## config.mk

```make
export PLATFORM = sky130hd
export DESIGN_NAME = i2c_master_ctrl
export DESIGN_NICKNAME = d
export VERILOG_FILES = /design/src/rtl/i2c_master_ctrl.sv
export SDC_FILE = /design/constraint.sdc
export NUM_CORES = 1
export LEC_CHECK = 0
export ABC_CLOCK_PERIOD_IN_PS = 2800
export CORE_MARGIN = 2
export CORE_UTILIZATION = 40
export DETAILED_ROUTE_END_ITERATION = 12
export SKIP_LAST_GASP = 1
export SYNTH_ARGS = -nofsm -noshare
export SYNTH_HDL_FRONTEND = slang
export SYNTH_SLANG_ARGS = --single-unit
```

## constraint.sdc

```tcl
create_clock -name clk -period 2.8 [get_ports clk]
set_clock_uncertainty 0.1 [all_clocks]
set_input_delay 0.56 -clock clk [delete_from_list [all_inputs] [get_ports clk]]
set_output_delay 0.56 -clock clk [all_outputs]
set_load 0.01 [all_outputs]
```

## src/rtl/i2c_master_ctrl.sv

```systemverilog
// Single-byte I2C master: START, address + R/W, one data byte, STOP.
// Open-drain SDA/SCL controls, quarter-period timing, SCL stretching.
module i2c_master_ctrl #(
  parameter int CLK_DIV = 250
) (
  input  logic       clk,
  input  logic       reset,
  input  logic       start,
  input  logic       rw,
  input  logic [6:0] slave_addr,
  input  logic [7:0] wdata,
  output logic [7:0] rdata,
  output logic       busy,
  output logic       done,
  output logic       ack_err,
  input  logic       sda_i,
  input  logic       scl_i,
  output logic       sda_o,
  output logic       scl_o
);

  localparam int CW = (CLK_DIV > 1) ? $clog2(CLK_DIV) : 1;
  localparam logic [CW-1:0] CNT_MAX = CW'(CLK_DIV - 1);

  typedef enum logic [2:0] {
    S_IDLE,
    S_START,
    S_ADDR,
    S_ACK_A,
    S_DATA,
    S_ACK_D,
    S_STOP,
    S_DONE
  } state_t;

  state_t state;
  state_t state_nx;

  logic [CW-1:0] cnt;
  logic [1:0]    phase;
  logic [2:0]    bit_idx;
  logic          rw_q;
  logic [6:0]    addr_q;
  logic [7:0]    wdata_q;
  logic [7:0]    rx_q;
  logic [7:0]    abyte;

  logic accept;
  logic stall;
  logic last_cyc;
  logic slot_end;
  logic sample;

  assign accept   = (state == S_IDLE) && start;
  assign stall    = (phase == 2'd2) && !scl_i;
  assign last_cyc = (cnt == CNT_MAX) && !stall;
  assign slot_end = last_cyc && (phase == 2'd3);
  assign sample   = last_cyc && (phase == 2'd2);
  assign abyte    = {addr_q, rw_q};

  // FSM state register
  always_ff @(posedge clk or posedge reset) begin
    if (reset) begin
      state <= S_IDLE;
    end else begin
      state <= state_nx;
    end
  end

  // FSM next-state: one step per completed bit slot
  always_comb begin
    state_nx = state;
    unique case (state)
      S_IDLE: begin
        if (accept) state_nx = S_START;
      end
      S_START: begin
        if (slot_end) state_nx = S_ADDR;
      end
      S_ADDR: begin
        if (slot_end && bit_idx == 3'd7) state_nx = S_ACK_A;
      end
      S_ACK_A: begin
        if (slot_end) state_nx = ack_err ? S_STOP : S_DATA;
      end
      S_DATA: begin
        if (slot_end && bit_idx == 3'd7) state_nx = S_ACK_D;
      end
      S_ACK_D: begin
        if (slot_end) state_nx = S_STOP;
      end
      S_STOP: begin
        if (slot_end) state_nx = S_DONE;
      end
      S_DONE: begin
        state_nx = S_IDLE;
      end
    endcase
  end

  // Slot timing: cycle count, quarter phase, bit index; frozen while SCL is held low
  always_ff @(posedge clk or posedge reset) begin
    if (reset) begin
      cnt     <= '0;
      phase   <= 2'd0;
      bit_idx <= 3'd0;
    end else if (state == S_IDLE || state == S_DONE) begin
      cnt     <= '0;
      phase   <= 2'd0;
      bit_idx <= 3'd0;
    end else if (!stall) begin
      if (cnt == CNT_MAX) begin
        cnt   <= '0;
        phase <= phase + 2'd1;
        if (phase == 2'd3 && (state == S_ADDR || state == S_DATA)) begin
          bit_idx <= bit_idx + 3'd1;
        end
      end else begin
        cnt <= cnt + 1'b1;
      end
    end
  end

  // Request latch, acknowledge status, receive shifter and read result
  always_ff @(posedge clk or posedge reset) begin
    if (reset) begin
      rw_q    <= 1'b0;
      addr_q  <= 7'h00;
      wdata_q <= 8'h00;
      rx_q    <= 8'h00;
      rdata   <= 8'h00;
      ack_err <= 1'b0;
    end else begin
      if (accept) begin
        rw_q    <= rw;
        addr_q  <= slave_addr;
        wdata_q <= wdata;
        ack_err <= 1'b0;
      end
      if (sample && sda_i) begin
        if (state == S_ACK_A || (state == S_ACK_D && !rw_q)) begin
          ack_err <= 1'b1;
        end
      end
      if (sample && state == S_DATA && rw_q) begin
        rx_q <= {rx_q[6:0], sda_i};
      end
      if (slot_end && state == S_STOP && rw_q && !ack_err) begin
        rdata <= rx_q;
      end
    end
  end

  // Bus drive and status outputs decoded from state and phase
  always_comb begin
    sda_o = 1'b1;
    scl_o = 1'b1;
    busy  = 1'b1;
    done  = 1'b0;
    unique case (state)
      S_IDLE: begin
        busy = 1'b0;
      end
      S_START: begin
        sda_o = !phase[1];
      end
      S_ADDR: begin
        scl_o = phase[1];
        sda_o = abyte[~bit_idx];
      end
      S_ACK_A: begin
        scl_o = phase[1];
      end
      S_DATA: begin
        scl_o = phase[1];
        sda_o = rw_q ? 1'b1 : wdata_q[~bit_idx];
      end
      S_ACK_D: begin
        scl_o = phase[1];
      end
      S_STOP: begin
        scl_o = phase[1];
        sda_o = (phase == 2'd3);
      end
      S_DONE: begin
        busy = 1'b0;
        done = 1'b1;
      end
    endcase
  end

endmodule

```

==> results.py <==
metrics = {
    "run_status": {
        "status": "finished clean",
    },
    "sta": {
        "fmax_mhz": 375,
        "rsz0062_at_grt": "false",
        "setup_violations": 0,
        "setup-tns-final_ns": 0,
        "post-route-period-util_pct": 95.3,
        "relSlewSlack_pct": 44.6,
        "post-route-min-period_ns": 2.67,
        "finalHoldViolations": 0,
        "drv_slew": 0,
        "worst_slew_pin_slew_ns": 0.810,
    },
    "critical_path": {
        "path_cells": "nand2b_1 -> or2_2 -> a21o_1 -> clkdlybuf4s50_1",
        "worstSetupEndpoint": "scl_o",
        "crit_path_start": "state[0]$_DFFE_PP0P_",
        "crit_required_ns": 2.14,
        "cp_slowest_cell": "dfrtp_2",
        "end_kind": "output pin",
        "reg2reg_setup_slack_ns": 0.60,
        "worstPathArrival_ns": 2.01,
        "cpPeakStageDelay_ns": 0.50,
        "r2r-end": "rx_q[2]$_DFFE_PP0P_",
        "crit_type": "register to output pin",
        "r2r_start": "cnt[1]$_DFFE_PP0P_",
        "r2r_cells": 7,
        "path_max_fanout": 11,
        "crit_path_start_kind": "register",
    },
    "pwr": {
        "max-vdd-ir-drop_mv": 0.327,
        "power.leakage_nw": 1.45,
        "power_density_mw_per_mm2": 389,
    },
    "clock_tree": {
        "insertion_delay_ns": 0.30,
        "clkSlewWorstSetupHoldPaths_ns": 0.10,
        "root_buffer": "clkbuf_8",
        "cts_max_level": 2,
        "tritoncts.num_buffers": 5,
        "cts_buffer_depth": 2,
        "cts-hold-fix-buffers": 0,
        "cts_tree": "done",
        "clock_sinks": 49,
    },
    "cells_and_area": {
        "seqCellArea_sq_mm": 0.00123,
        "multi_input_area_sq_mm": 0.00122,
        "fin_cells": 333,
        "syn_to_final_growth_pct": 21.5,
        "fillers": 603,
        "final_nets": 285,
        "finish.utilization_pct": 49.5,
        "diodes": 0,
        "layout-drive-gt1-share_pct": 26.2,
    },
    "logic_synthesis": {
        "yosys.area.top_type": "dfrtp_1",
        "synth.most_common_cell": "dfrtp_1",
        "post-synth-top-area-fraction_pct": 48.3,
        "synth_seq_area_share_pct": 48.3,
        "synthArstFlopShare_pct": 100,
        "synth_ff_type": "dfrtp_1",
        "syn_nets": 245,
        "ys_types": 46,
        "ys_ff_latch": 49,
        "yosys_warnings": 0,
        "synth_area_leaders": "dfrtp_1 (48%), mux2_2 (15%), ha_1 (4.4%)",
        "ys_top_cells_by_count": "dfrtp_1 (49), mux2_2 (33), nor2_1 (18), nand2_1 (13)",
        "syn_area_sq_mm": 0.00254,
        "syn_avg_cell_area_sq_um": 11.8,
        "syn-instance-count": 215,
        "synth_edf_count": 0,
    },
    "drt": {
        "ant_nets": 0,
        "post-route-drc-count": 0,
        "vias_per_cell": 5.23,
        "routed_wl_um": 4790,
        "drtPass1Iterations": 4,
        "drtIter0Drc": 57,
        "routedWlPerCell_um": 14.4,
        "vias": 1743,
    },
    "global_route": {
        "grt_start_max_net_pins": 28,
        "grt_first_pass_wirelength_um": 8600,
        "grt_pass1_vias": 1854,
        "grt_antenna_before_repair": 0,
        "overflow": 0,
        "grt.total_usage_pct": 15.0,
    },
    "die": {
        "dieArea_sq_mm": 0.00701,
        "die_x_um": 83.7,
        "initial_core_util_pct": 40.7,
        "fp.coreArea_sq_mm": 0.00624,
        "ios": 34,
        "die_y_um": 83.7,
        "rows": 29,
    },
    "placement": {
        "numPortBuffers": 33,
        "post-dp-hpwl_um": 3530,
        "placed_cells": 324,
        "gp_congestion": 0.813,
    },
    "flow_run": {
        "drv_cap": 0,
    },
    "worst_hold_path": {
        "hold_class": "register to register",
    },
}
-- cell families (layout without fill, tap and decap cells) --
family / Yosys count / after routing / share of synthesized area (%)
and+or+nand+nor: 70 / 70 / 16.5
buffers and inverters: 17 / 58 / 3.59
xor gates and xnor gates: 5 / 5 / 1.72
adders and majority gates: 9 / 9 / 4.43
DFF: 49 / 49 / 48.3
muxes: 40 / 40 / 18.9
AOI/OAI and AO/OA: 25 / 25 / 6.60
-- worst min-delay path by stage --
| stage | startpoint | endpoint | slack, ns | cells past startpoint |
|---|---|---|---|---|
| floorplan | addr_q[6]$_DFFE_PP0P_ | addr_q[6]$_DFFE_PP0P_ | 0.37 | 1 |
| CTS | wdata_q[3]$_DFFE_PP0P_ | wdata_q[3]$_DFFE_PP0P_ | 0.42 | 1 |
| detailed placement | rx_q[7]$_DFFE_PP0P_ | rx_q[7]$_DFFE_PP0P_ | 0.39 | 1 |
| global placement | rdata[6]$_DFFE_PP0P_ | rdata[6]$_DFFE_PP0P_ | 0.39 | 1 |
| global route | addr_q[0]$_DFFE_PP0P_ | addr_q[0]$_DFFE_PP0P_ | 0.44 | 1 |
| finish | rx_q[7]$_DFFE_PP0P_ | rx_q[7]$_DFFE_PP0P_ | 0.41 | 1 |
-- cell usage in the layout (no fill, tap or decap), drive strengths merged, types with 3 or more instances in the layout --
| master | synthesis | layout |
|---|---|---|
| a21oi | 7 | 7 |
| nand2 | 13 | 13 |
| mux2 | 34 | 34 |
| clkbuf | 5 | 5 |
| clkdlybuf4s50 | 0 | 31 |
| dfrtp | 49 | 49 |
| nand4 | 4 | 4 |
| nor3 | 4 | 4 |
| nor2 | 18 | 18 |
| ha | 9 | 9 |
| xor2 | 3 | 3 |
| mux4 | 3 | 3 |
| nand3 | 9 | 9 |
| buf | 4 | 9 |
| o21ai | 4 | 4 |
| mux2i | 3 | 3 |
| nor4 | 4 | 4 |
| inv | 8 | 10 |
| and3 | 5 | 5 |
| nand2b | 3 | 3 |
-- layout make-up --
type | count | share of cell area (%)
sequential | 49 | 39.8
multi-input combinational | 149 | 39.7
timing repair buffer | 42 | 13.2
tap | 77 | 3.12
clock buffer | 5 | 2.23
inverter | 8 | 0.973
clock inverter | 3 | 0.932
-- metal layers --
metal / share of wire [%] / vias to the layer above / global-route usage (%)
met3: 3.9 / 4 / 3.26
li1: - / 856 / -
met1: 49 / 851 / 20.7
met4: 0.94 / 0 / 4.11
met5: 0 / - / 0
met2: 46 / 32 / 23.9
-- worst max-delay path: cells and delay by family (launching register included) --
kind,cells,cell delay (ns)
and+or+nand+nor,2,0.56
buffers and inverters,1,0.47
DFF,1,0.50
AOI/OAI and AO/OA,1,0.18
-- flip-flops by register name (all words and copies together) (netlist names) --
register and flops:
cnt 8, rdata 8, rx_q 8, wdata_q 8, addr_q 7, bit_idx 3, state 3, phase 2
ack_err 1, rw_q 1
-- report_power, final --
group | internal, mW | switching, mW | total, mW
clock | 0.187 | 0.261 | 0.448
sequential | 0.707 | 0 | 0.707
combinational | 0.0276 | 0.0190 | 0.0466
total | 0.922 | 0.280 | 1.20
-- stage by stage --
stage | power, mW | setup WS (ns) | hold slack [ns] | cell area [sq um]
final | 1.20 | 0.131 | 0.413 | 3090
after global routing | 1.25 | 0.0648 | 0.439 | 3090
after CTS | 1.22 | 0.122 | 0.419 | 3090
after detailed placement | 0.769 | 0.156 | 0.394 | 2980
after global placement | 0.769 | 0.205 | 0.391 | 2980
after floorplan | 0.732 | 0.638 | 0.373 | 2540
-- what timing repair did --
action	4_1_cts	5_1_grt
setup endpoints to repair	2	1
gates resized for setup	5	1
pin swaps	0	0
setup buffers	1	0
gates cloned	0	0
(Power assumes the default switching activity.)
